### src/rtl/alu_sequencer_if.sv
// Instruction-in and response-out handshake bundle for alu_sequencer.
// master = producer/consumer side, slave = the sequencer.
interface alu_sequencer_if;
  logic        in_valid;
  logic        in_ready;
  logic [31:0] in_instr;
  logic [31:0] in_rs_val;
  logic [31:0] in_rt_val;
  logic        res_valid;
  logic        res_ready;
  logic [31:0] res_data;
  logic [4:0]  res_rd;
  logic        res_wen;
  logic        res_branch_taken;
  logic        res_overflow;
  logic        res_illegal;

  modport master (
    output in_valid, in_instr, in_rs_val, in_rt_val, res_ready,
    input  in_ready, res_valid, res_data, res_rd, res_wen,
           res_branch_taken, res_overflow, res_illegal
  );

  modport slave (
    input  in_valid, in_instr, in_rs_val, in_rt_val, res_ready,
    output in_ready, res_valid, res_data, res_rd, res_wen,
           res_branch_taken, res_overflow, res_illegal
  );
endinterface

### src/rtl/alu_sequencer.sv
// Multi-cycle execute sequencer: accepts an instruction, decodes the ALU control,
// drives the external combinational ALU, and returns a writeback/branch response.
module alu_sequencer (
  input  logic              clk,
  input  logic              reset,
  alu_sequencer_if.slave    bus,
  output logic [5:0]        alu_control,
  output logic [31:0]       alu_a,
  output logic [31:0]       alu_b,
  input  logic [31:0]       alu_out,
  input  logic              alu_zero,
  input  logic              alu_overflow
);

  typedef enum logic [1:0] {IDLE, DECODE, EXEC, RESP} state_t;

  localparam logic [5:0] RFUNCT [6] = '{6'd32, 6'd34, 6'd36, 6'd37, 6'd39, 6'd42};

  state_t      state_reg, state_next;

  logic [5:0]  op_reg;
  logic [4:0]  rt_idx_reg;
  logic [15:0] imm_reg;
  logic [31:0] rs_val_reg, rt_val_reg;

  logic [5:0]  alu_control_reg;
  logic [31:0] alu_a_reg, alu_b_reg;
  logic [4:0]  dest_reg;
  logic        wen_reg, illegal_reg, branch_reg, ovchk_reg;

  logic [31:0] res_data_reg;
  logic [4:0]  res_rd_reg;
  logic        res_wen_reg, res_branch_reg, res_overflow_reg, res_illegal_reg;

  logic [5:0]  dec_control;
  logic [31:0] dec_b;
  logic [4:0]  dec_dest;
  logic        dec_wen, dec_illegal, dec_branch, dec_ovchk;
  logic [5:0]  funct_hit;
  logic        exec_ov;

  // rs index is never needed here; the register file already resolved it.
  logic unused_rs_field;
  assign unused_rs_field = ^bus.in_instr[25:21];

  genvar gi;
  generate
    for (gi = 0; gi < 6; gi++) begin : g_funct
      assign funct_hit[gi] = (imm_reg[5:0] == RFUNCT[gi]);
    end
  endgenerate

  // State register
  always_ff @(posedge clk) begin
    if (reset) state_reg <= IDLE;
    else       state_reg <= state_next;
  end

  // Next-state logic
  always_comb begin
    state_next = state_reg;
    case (state_reg)
      IDLE:    if (bus.in_valid) state_next = DECODE;
      DECODE:  state_next = EXEC;
      EXEC:    state_next = RESP;
      RESP:    if (bus.res_ready) state_next = IDLE;
      default: state_next = IDLE;
    endcase
  end

  // Output logic
  always_comb begin
    bus.in_ready  = (state_reg == IDLE);
    bus.res_valid = (state_reg == RESP);
  end

  always_comb begin
    dec_control = '0;
    dec_b       = '0;
    dec_dest    = '0;
    dec_wen     = 1'b0;
    dec_illegal = 1'b0;
    dec_branch  = 1'b0;
    case (op_reg)
      6'd0: begin
        if (|funct_hit) begin
          dec_control = imm_reg[5:0];
          dec_b       = rt_val_reg;
          dec_dest    = imm_reg[15:11];
          dec_wen     = 1'b1;
        end else begin
          dec_illegal = 1'b1;
        end
      end
      6'd8, 6'd10: begin
        dec_control = op_reg;
        dec_b       = {{16{imm_reg[15]}}, imm_reg};
        dec_dest    = rt_idx_reg;
        dec_wen     = 1'b1;
      end
      6'd12, 6'd13: begin
        dec_control = op_reg;
        dec_b       = {16'h0000, imm_reg};
        dec_dest    = rt_idx_reg;
        dec_wen     = 1'b1;
      end
      6'd4, 6'd5: begin
        dec_control = op_reg;
        dec_b       = rt_val_reg;
        dec_branch  = 1'b1;
      end
      default: dec_illegal = 1'b1;
    endcase
  end

  // Only add and addi are allowed to raise an overflow exception.
  assign dec_ovchk = (dec_control == 6'd32) || (dec_control == 6'd8);

  always_ff @(posedge clk) begin
    if (reset) begin
      op_reg     <= '0;
      rt_idx_reg <= '0;
      imm_reg    <= '0;
      rs_val_reg <= '0;
      rt_val_reg <= '0;
    end else if (state_reg == IDLE && bus.in_valid) begin
      op_reg     <= bus.in_instr[31:26];
      rt_idx_reg <= bus.in_instr[20:16];
      imm_reg    <= bus.in_instr[15:0];
      rs_val_reg <= bus.in_rs_val;
      rt_val_reg <= bus.in_rt_val;
    end
  end

  always_ff @(posedge clk) begin
    if (reset) begin
      alu_control_reg <= '0;
      alu_a_reg       <= '0;
      alu_b_reg       <= '0;
      dest_reg        <= '0;
      wen_reg         <= 1'b0;
      illegal_reg     <= 1'b0;
      branch_reg      <= 1'b0;
      ovchk_reg       <= 1'b0;
    end else if (state_reg == DECODE) begin
      alu_control_reg <= dec_control;
      alu_a_reg       <= rs_val_reg;
      alu_b_reg       <= dec_b;
      dest_reg        <= dec_dest;
      wen_reg         <= dec_wen;
      illegal_reg     <= dec_illegal;
      branch_reg      <= dec_branch;
      ovchk_reg       <= dec_ovchk;
    end
  end

  assign exec_ov = ovchk_reg & alu_overflow;

  // Response fields are captured once in EXEC and then held through RESP.
  always_ff @(posedge clk) begin
    if (reset) begin
      res_data_reg     <= '0;
      res_rd_reg       <= '0;
      res_wen_reg      <= 1'b0;
      res_branch_reg   <= 1'b0;
      res_overflow_reg <= 1'b0;
      res_illegal_reg  <= 1'b0;
    end else if (state_reg == EXEC) begin
      res_data_reg     <= alu_out;
      res_rd_reg       <= dest_reg;
      res_wen_reg      <= wen_reg & ~exec_ov;
      res_branch_reg   <= branch_reg & alu_zero;
      res_overflow_reg <= exec_ov;
      res_illegal_reg  <= illegal_reg;
    end
  end

  assign alu_control          = alu_control_reg;
  assign alu_a                = alu_a_reg;
  assign alu_b                = alu_b_reg;
  assign bus.res_data         = res_data_reg;
  assign bus.res_rd           = res_rd_reg;
  assign bus.res_wen          = res_wen_reg;
  assign bus.res_branch_taken = res_branch_reg;
  assign bus.res_overflow     = res_overflow_reg;
  assign bus.res_illegal      = res_illegal_reg;

endmodule

### src/flat_wrapper.sv
// flat-port wrapper written by rule: the top's interface ports become plain ports
module alu_sequencer_flat 
  (clk, reset, alu_control, alu_a, alu_b, alu_out, alu_zero, alu_overflow, bus_in_valid, bus_in_instr, bus_in_rs_val, bus_in_rt_val, bus_res_ready, bus_in_ready, bus_res_valid, bus_res_data, bus_res_rd, bus_res_wen, bus_res_branch_taken, bus_res_overflow, bus_res_illegal);
  alu_sequencer_if bus_i ();
  input  logic clk;
  input  logic reset;
  output logic [5:0] alu_control;
  output logic [31:0] alu_a;
  output logic [31:0] alu_b;
  input  logic [31:0] alu_out;
  input  logic alu_zero;
  input  logic alu_overflow;
  input wire logic [$bits(bus_i.in_valid)-1:0] bus_in_valid;
  input wire logic [$bits(bus_i.in_instr)-1:0] bus_in_instr;
  input wire logic [$bits(bus_i.in_rs_val)-1:0] bus_in_rs_val;
  input wire logic [$bits(bus_i.in_rt_val)-1:0] bus_in_rt_val;
  input wire logic [$bits(bus_i.res_ready)-1:0] bus_res_ready;
  output wire logic [$bits(bus_i.in_ready)-1:0] bus_in_ready;
  output wire logic [$bits(bus_i.res_valid)-1:0] bus_res_valid;
  output wire logic [$bits(bus_i.res_data)-1:0] bus_res_data;
  output wire logic [$bits(bus_i.res_rd)-1:0] bus_res_rd;
  output wire logic [$bits(bus_i.res_wen)-1:0] bus_res_wen;
  output wire logic [$bits(bus_i.res_branch_taken)-1:0] bus_res_branch_taken;
  output wire logic [$bits(bus_i.res_overflow)-1:0] bus_res_overflow;
  output wire logic [$bits(bus_i.res_illegal)-1:0] bus_res_illegal;
  assign bus_i.in_valid = bus_in_valid;
  assign bus_i.in_instr = bus_in_instr;
  assign bus_i.in_rs_val = bus_in_rs_val;
  assign bus_i.in_rt_val = bus_in_rt_val;
  assign bus_i.res_ready = bus_res_ready;
  assign bus_in_ready = bus_i.in_ready;
  assign bus_res_valid = bus_i.res_valid;
  assign bus_res_data = bus_i.res_data;
  assign bus_res_rd = bus_i.res_rd;
  assign bus_res_wen = bus_i.res_wen;
  assign bus_res_branch_taken = bus_i.res_branch_taken;
  assign bus_res_overflow = bus_i.res_overflow;
  assign bus_res_illegal = bus_i.res_illegal;
  alu_sequencer u_core (.clk(clk), .reset(reset), .bus(bus_i), .alu_control(alu_control), .alu_a(alu_a), .alu_b(alu_b), .alu_out(alu_out), .alu_zero(alu_zero), .alu_overflow(alu_overflow));
endmodule
### config.mk
export PLATFORM = sky130hd
export DESIGN_NAME = alu_sequencer_flat
export DESIGN_NICKNAME = d
export VERILOG_FILES = /design/src/rtl/alu_sequencer_if.sv /design/src/rtl/alu_sequencer.sv /design/src/flat_wrapper.sv
export SDC_FILE = /design/constraint.sdc
export NUM_CORES = 1
export LEC_CHECK = 0
export ABC_CLOCK_PERIOD_IN_PS = 2210
export CAP_MARGIN = 20
export CORE_ASPECT_RATIO = 0.5
export CORE_MARGIN = 10
export CORE_UTILIZATION = 46
export CTS_BUF_LIST = sky130_fd_sc_hd__clkbuf_8 sky130_fd_sc_hd__clkbuf_16
export DETAILED_ROUTE_END_ITERATION = 6
export PLACE_DENSITY = 0.81
export SKIP_CTS_REPAIR_TIMING = 1
export SLEW_MARGIN = 5
export SYNTH_ARGS = -nofsm -noshare
export SYNTH_HDL_FRONTEND = slang
export SYNTH_SLANG_ARGS = --single-unit
export TNS_END_PERCENT = 20
### constraint.sdc
create_clock -name clk -period 2.21 [get_ports clk]
set_input_delay 0.663 -clock clk [delete_from_list [all_inputs] [get_ports clk]]
set_output_delay 0.663 -clock clk [all_outputs]
set_load 0.05 [all_outputs]
---- Word level (Yosys, flattened, before mapping) ----
Index checks and enable logic that the tools add are counted.
word-level totals
  flip-flop bits (word level) ............. 213
  bits of input ports ..................... 134
  output and inout bits ................... 113
cells by class
  reduce and logical (&&, ||, !) cells .... 11
  bitwise gates (word level) .............. 4
  mux-type cells .......................... 14
  eq/ne operators ......................... 19
operators by type and width
  operator                                                         count
  32-bit one-hot mux with 4 select lines                           1
  6-bit == test, second input constant                             7
  32-bit 2-to-1 mux                                                1
  6-bit by 4-bit == test with 1-bit output, second input constant  5
  6-bit by 3-bit == test with 1-bit output, second input constant  2
  6-bit one-hot mux with 2 select lines                            1
  6-bit OR reduction                                               2
  5-bit one-hot mux with 2 select lines                            1
  2-bit one-hot mux with 4 select lines                            1
  6-bit zero test                                                  1
  6-bit 2-to-1 mux                                                 1
  2-bit OR reduction                                               3
  5-bit 2-to-1 mux                                                 1
  2-bit == test, second input constant                             2
  2-bit 2-to-1 mux                                                 2
  2-bit inequality test, second input constant                     2
  1-bit one-hot mux with 2 select lines                            2
  4-bit OR reduction                                               1
  1-bit bitwise AND                                                3
  1-bit 2-to-1 mux                                                 3
  2-bit by 1-bit == test with 1-bit output, second input constant  1
  2-bit zero test                                                  1
  2-bit AND reduction                                              1
  1-bit logical AND                                                1
  2 further kinds                                                  2

---- Logic depth before layout (Yosys ltp) ----
  depth after elaboration ................. 6
  mapped depth ............................ 8
  gate-level depth less buffers ........... 6

---- Worst setup path before layout ----
No wires, ideal clock.
  kind .................................... input port to flip-flop
  start ................................... in reset
  end ..................................... reg u_core.alu_b_reg[16], in the netlist u_core.alu_b[16]
  cell stages on the path ................. 7
  slack ................................... 0.300 ns
  setup time .............................. 0.128 ns
  arrival time ............................ 1.781 ns
  cell sequence ........................... clkbuf_1 -> and3b_1 -> and4_1 -> clkbuf_1 -> clkbuf_1 -> a21oi_1 -> o21ai_0
RTL lines
  element               RTL line              text
  start, declared       flat_wrapper.sv:6     input logic reset;
  end signal, assigned  alu_sequencer.sv:139  alu_b_reg <= '0;
  end signal, assigned  alu_sequencer.sv:148  alu_b_reg <= dec_b;
  end, declared         alu_sequencer.sv:27   logic [31:0] alu_a_reg, alu_b_reg;

---- Worst setup path after layout ----
  start ................................... reg u_core.state_reg[0]
  end ..................................... out bus_in_ready
on the way
  cells in the longest elaborated chain, start to end .. 1
RTL lines
  element                 RTL line             text
  start, declared         alu_sequencer.sv:19  state_t state_reg, state_next;
  start signal, assigned  alu_sequencer.sv:56  else state_reg <= state_next;
  2-bit zero test         alu_sequencer.sv:73  bus.in_ready = (state_reg == IDLE);
  end, declared           flat_wrapper.sv:18   output wire logic [$bits(bus_i.in_ready)-1:0] bus_in_ready;
No other way between the ends.

==> flow_metrics.env <==
export IMPL_status="finished, final reports clean"
export IMPL_fin_crit_sh=0.930
export IMPL_power_density_nw_per_um2=1110
export IMPL_critical_path_top_delay_family="flip-flops"
export IMPL_hold_path_class="register to register"
export IMPL_fin_skew_ps=14.3
export IMPL_cts_made_buffers=20
export IMPL_ir_drop_v=0.000574
export IMPL_synth_xor_area_frac=0
export IMPL_wl_met3_mm=1.17
export IMPL_io_pins=247
export IMPL_synth_seq_area_share=0.543
export IMPL_die_h_um=112
export IMPL_grt_max_degree=170
export IMPL_cp_slowest_stage_delay_ps=420
export IMPL_holdWs_ps=455
export IMPL_grt_overflow=0
export IMPL_synth_top_family_by_area="simple AND/OR/NAND/NOR gates"
export IMPL_netlist_area_um2=7850
export IMPL_synthDistinctLibCells=39
export IMPL_period_needed_ps=2060
export IMPL_worstSetupStartpointType="register"
export IMPL_ys_ff_latch=213
export IMPL_hold_violations=0
export IMPL_rows=33
export IMPL_crit_path_top_delay_cell="dfxtp_1"
export IMPL_root_buffer="clkbuf_16"
export IMPL_clkTransAtPathRegs_ps=60
export IMPL_routedWlPerCell_um=17.2
export IMPL_post_place_ws_ps=138
export IMPL_htree_num_levels=1
export IMPL_cap_viol_max_count=0
export IMPL_grt_antenna_before_repair=0
export IMPL_grt_setup_unrepaired="false"
export IMPL_synth_compound_area_frac=0.132
export IMPL_synth_area_mux_share=0.0918
export IMPL_grt_first_pass_wirelength_mm=36.3
export IMPL_drive_gt1_frac=0.0919
export IMPL_cp_max_fo=5
export IMPL_crit_chain="inv_1, ha_2, buf_12"
export IMPL_tns_ps=0
export IMPL_die_area_um2=23000
export IMPL_drt_pre_antenna_iters=5
export IMPL_fin_ws_ps=155
export IMPL_gp_congestion=0.801
export IMPL_insertion_delay_ps=490
export IMPL_syn_nets=1036
export IMPL_p_leak_nw=5.45
export IMPL_cp_num_cells=3
export IMPL_antennaDiodeCount=0
export IMPL_worstSetupPathType="register to output pin"
export IMPL_cts_tree="yes"
export IMPL_cts_sinks=213
export IMPL_cp_data_required_time_ps=1550
export IMPL_top_layer_used="met4"
export IMPL_fmax_mhz=487
export IMPL_avgViaCountPerCell=5.13
export IMPL_met1_length_mm=9.41
export IMPL_drc=0
export IMPL_synthToLayoutAreaGrowth_pct=43.4
export IMPL_port_buffers=241
export IMPL_r2r_cells=4
export IMPL_totalWireLength_mm=23.2
export IMPL_drv_slew=0
export IMPL_core_area_um2=16600
export IMPL_cts_buffer_depth=3
export IMPL_met2_length_mm=12.2
export IMPL_synthSimpleGateAreaFrac=0.190
export IMPL_grt_pass1_vias=6834
export IMPL_syn_area_per_cell_um2=8.74
export IMPL_vias=6914
export IMPL_synthAdderAreaFrac=0.00637
export IMPL_grt_usage=0.190
export IMPL_max_slew_margin=0.374
export IMPL_die_w_um=205
export IMPL_yosysWarnings=0
export IMPL_end_kind="output pin"
export IMPL_tightest_slew_ps=939
export IMPL_setup_viol=0
export IMPL_ant_nets=0
export IMPL_hpwl_mm=16.4
export IMPL_drt_iter0_markers=437
export IMPL_nets=1246
export IMPL_hold_path_depth=2
export IMPL_cp_arrival_ps=1390
export IMPL_crit_buf_inv=2
export IMPL_syn_inst=898
export IMPL_start_util=0.474
## cell usage after synthesis, drive strengths merged
library cell	n	share of area
o31a	1	0.0011
a31oi	18	0.014
nand2	220	0.11
o22ai	16	0.013
clkbuf	52	0.025
nand4	1	0.00080
a211oi	1	0.00096
nand3	5	0.0032
nand2b	5	0.0040
o21ai	19	0.012
or4b	2	0.0030
nor4	1	0.0027
nor3	5	0.0038
nor2b	21	0.017
inv	5	0.0024
a21o	1	0.00096
and3	1	0.00080
buf	15	0.0091
a21oi	114	0.073
nor2	82	0.039
a32o	1	0.0013
a311oi	3	0.0049
a221oi	1	0.0019
a221o	6	0.0076
or3	1	0.00080
mux2i	72	0.092
and2b	1	0.0011
ha	4	0.0064
and4	1	0.0011
a21bo	1	0.0013
dfxtp	213	0.54
and4b	1	0.0013
and3b	1	0.0011
and2	7	0.0056
## worst paths after layout
kind                                                         start                            endpoint  slack (ps)
worst max-delay path              u_core.state_reg[0]$_SDFFE_PP0P_                        bus_in_ready         150
worst min-delay path            u_core.rs_val_reg[29]$_SDFFE_PP0P_  u_core.rs_val_reg[29]$_SDFFE_PP0P_         450
worst max register to register       u_core.op_reg[0]$_SDFFE_PP0P_  u_core.alu_control[1]$_SDFFE_PP0N_         270
worst min register to register  u_core.rs_val_reg[29]$_SDFFE_PP0P_  u_core.rs_val_reg[29]$_SDFFE_PP0P_         450
## power by group
part	switching, mW	internal, mW
combinational	2.67	1.58
sequential	0.373	4.43
clock	1.42	2.05
total	4.47	8.07
## through the flow
step / cell area (um2) / power (mW) / utilization / instances
6_report: 11300 / 12.5 / 0.680 / 1348
4_1_cts: 11100 / 12.6 / 0.669 / 1348
3_3_place_gp: 10400 / 9.04 / 0.629 / 1313
5_1_grt: 11300 / 13.1 / 0.680 / 1348
3_5_place_dp: 10400 / 9.15 / 0.629 / 1313
2_1_floorplan: 7850 / 7.65 / - / 898
## kinds of logic (layout without fill, tap and decap cells)
logic type	count (synthesis)	in the layout
adder cells (fa/ha/maj)	4	4
buffers and inverters	72	295
AO/OA/AOI/OAI	182	182
flip-flops	213	213
AND/OR/NAND/NOR	355	355
multiplexers	72	72
## layer usage
| layer | GRT usage | up-vias |
|---|---|---|
| li1 | - | 3426 |
| met1 | 0.220 | 3276 |
| met2 | 0.354 | 184 |
| met3 | 0.0385 | 28 |
| met4 | 0.0407 | 0 |
| met5 | 0 | - |
## final cells by class
cell class                 instances  area, um2
clock inverter                    11        101
sequential                       213       4260
tap                              227        284
timing repair buffer             255       2680
multi-input combinational        613       3340
clock buffer                      24        567
fill                            1310       5300
inverter                           5       18.8
## cells in the final DEF, fill, tap and decap left out, drive strengths merged, types with 2 or more instances in the layout
cell type / instances
a31oi: 18
nor3: 5
clkinv: 3
a221o: 6
a21oi: 114
nor2: 82
nand2b: 5
a311oi: 3
clkdlybuf4s50: 127
bufinv: 2
dfxtp: 213
or4b: 2
dlymetal6s2s: 71
clkbuf: 24
o21ai: 19
nand3: 5
o22ai: 16
and2: 7
inv: 10
buf: 57
ha: 4
nand2: 220
mux2i: 72
nor2b: 21
## tightest hold or removal path: cells and delay by family, from the launching register on
kind	cells	cell delay (ps)
AO/OA/AOI/OAI	1	50
flip-flops	1	310
AND/OR/NAND/NOR	1	50
Note: power is estimated with default switching activity, not from simulation.
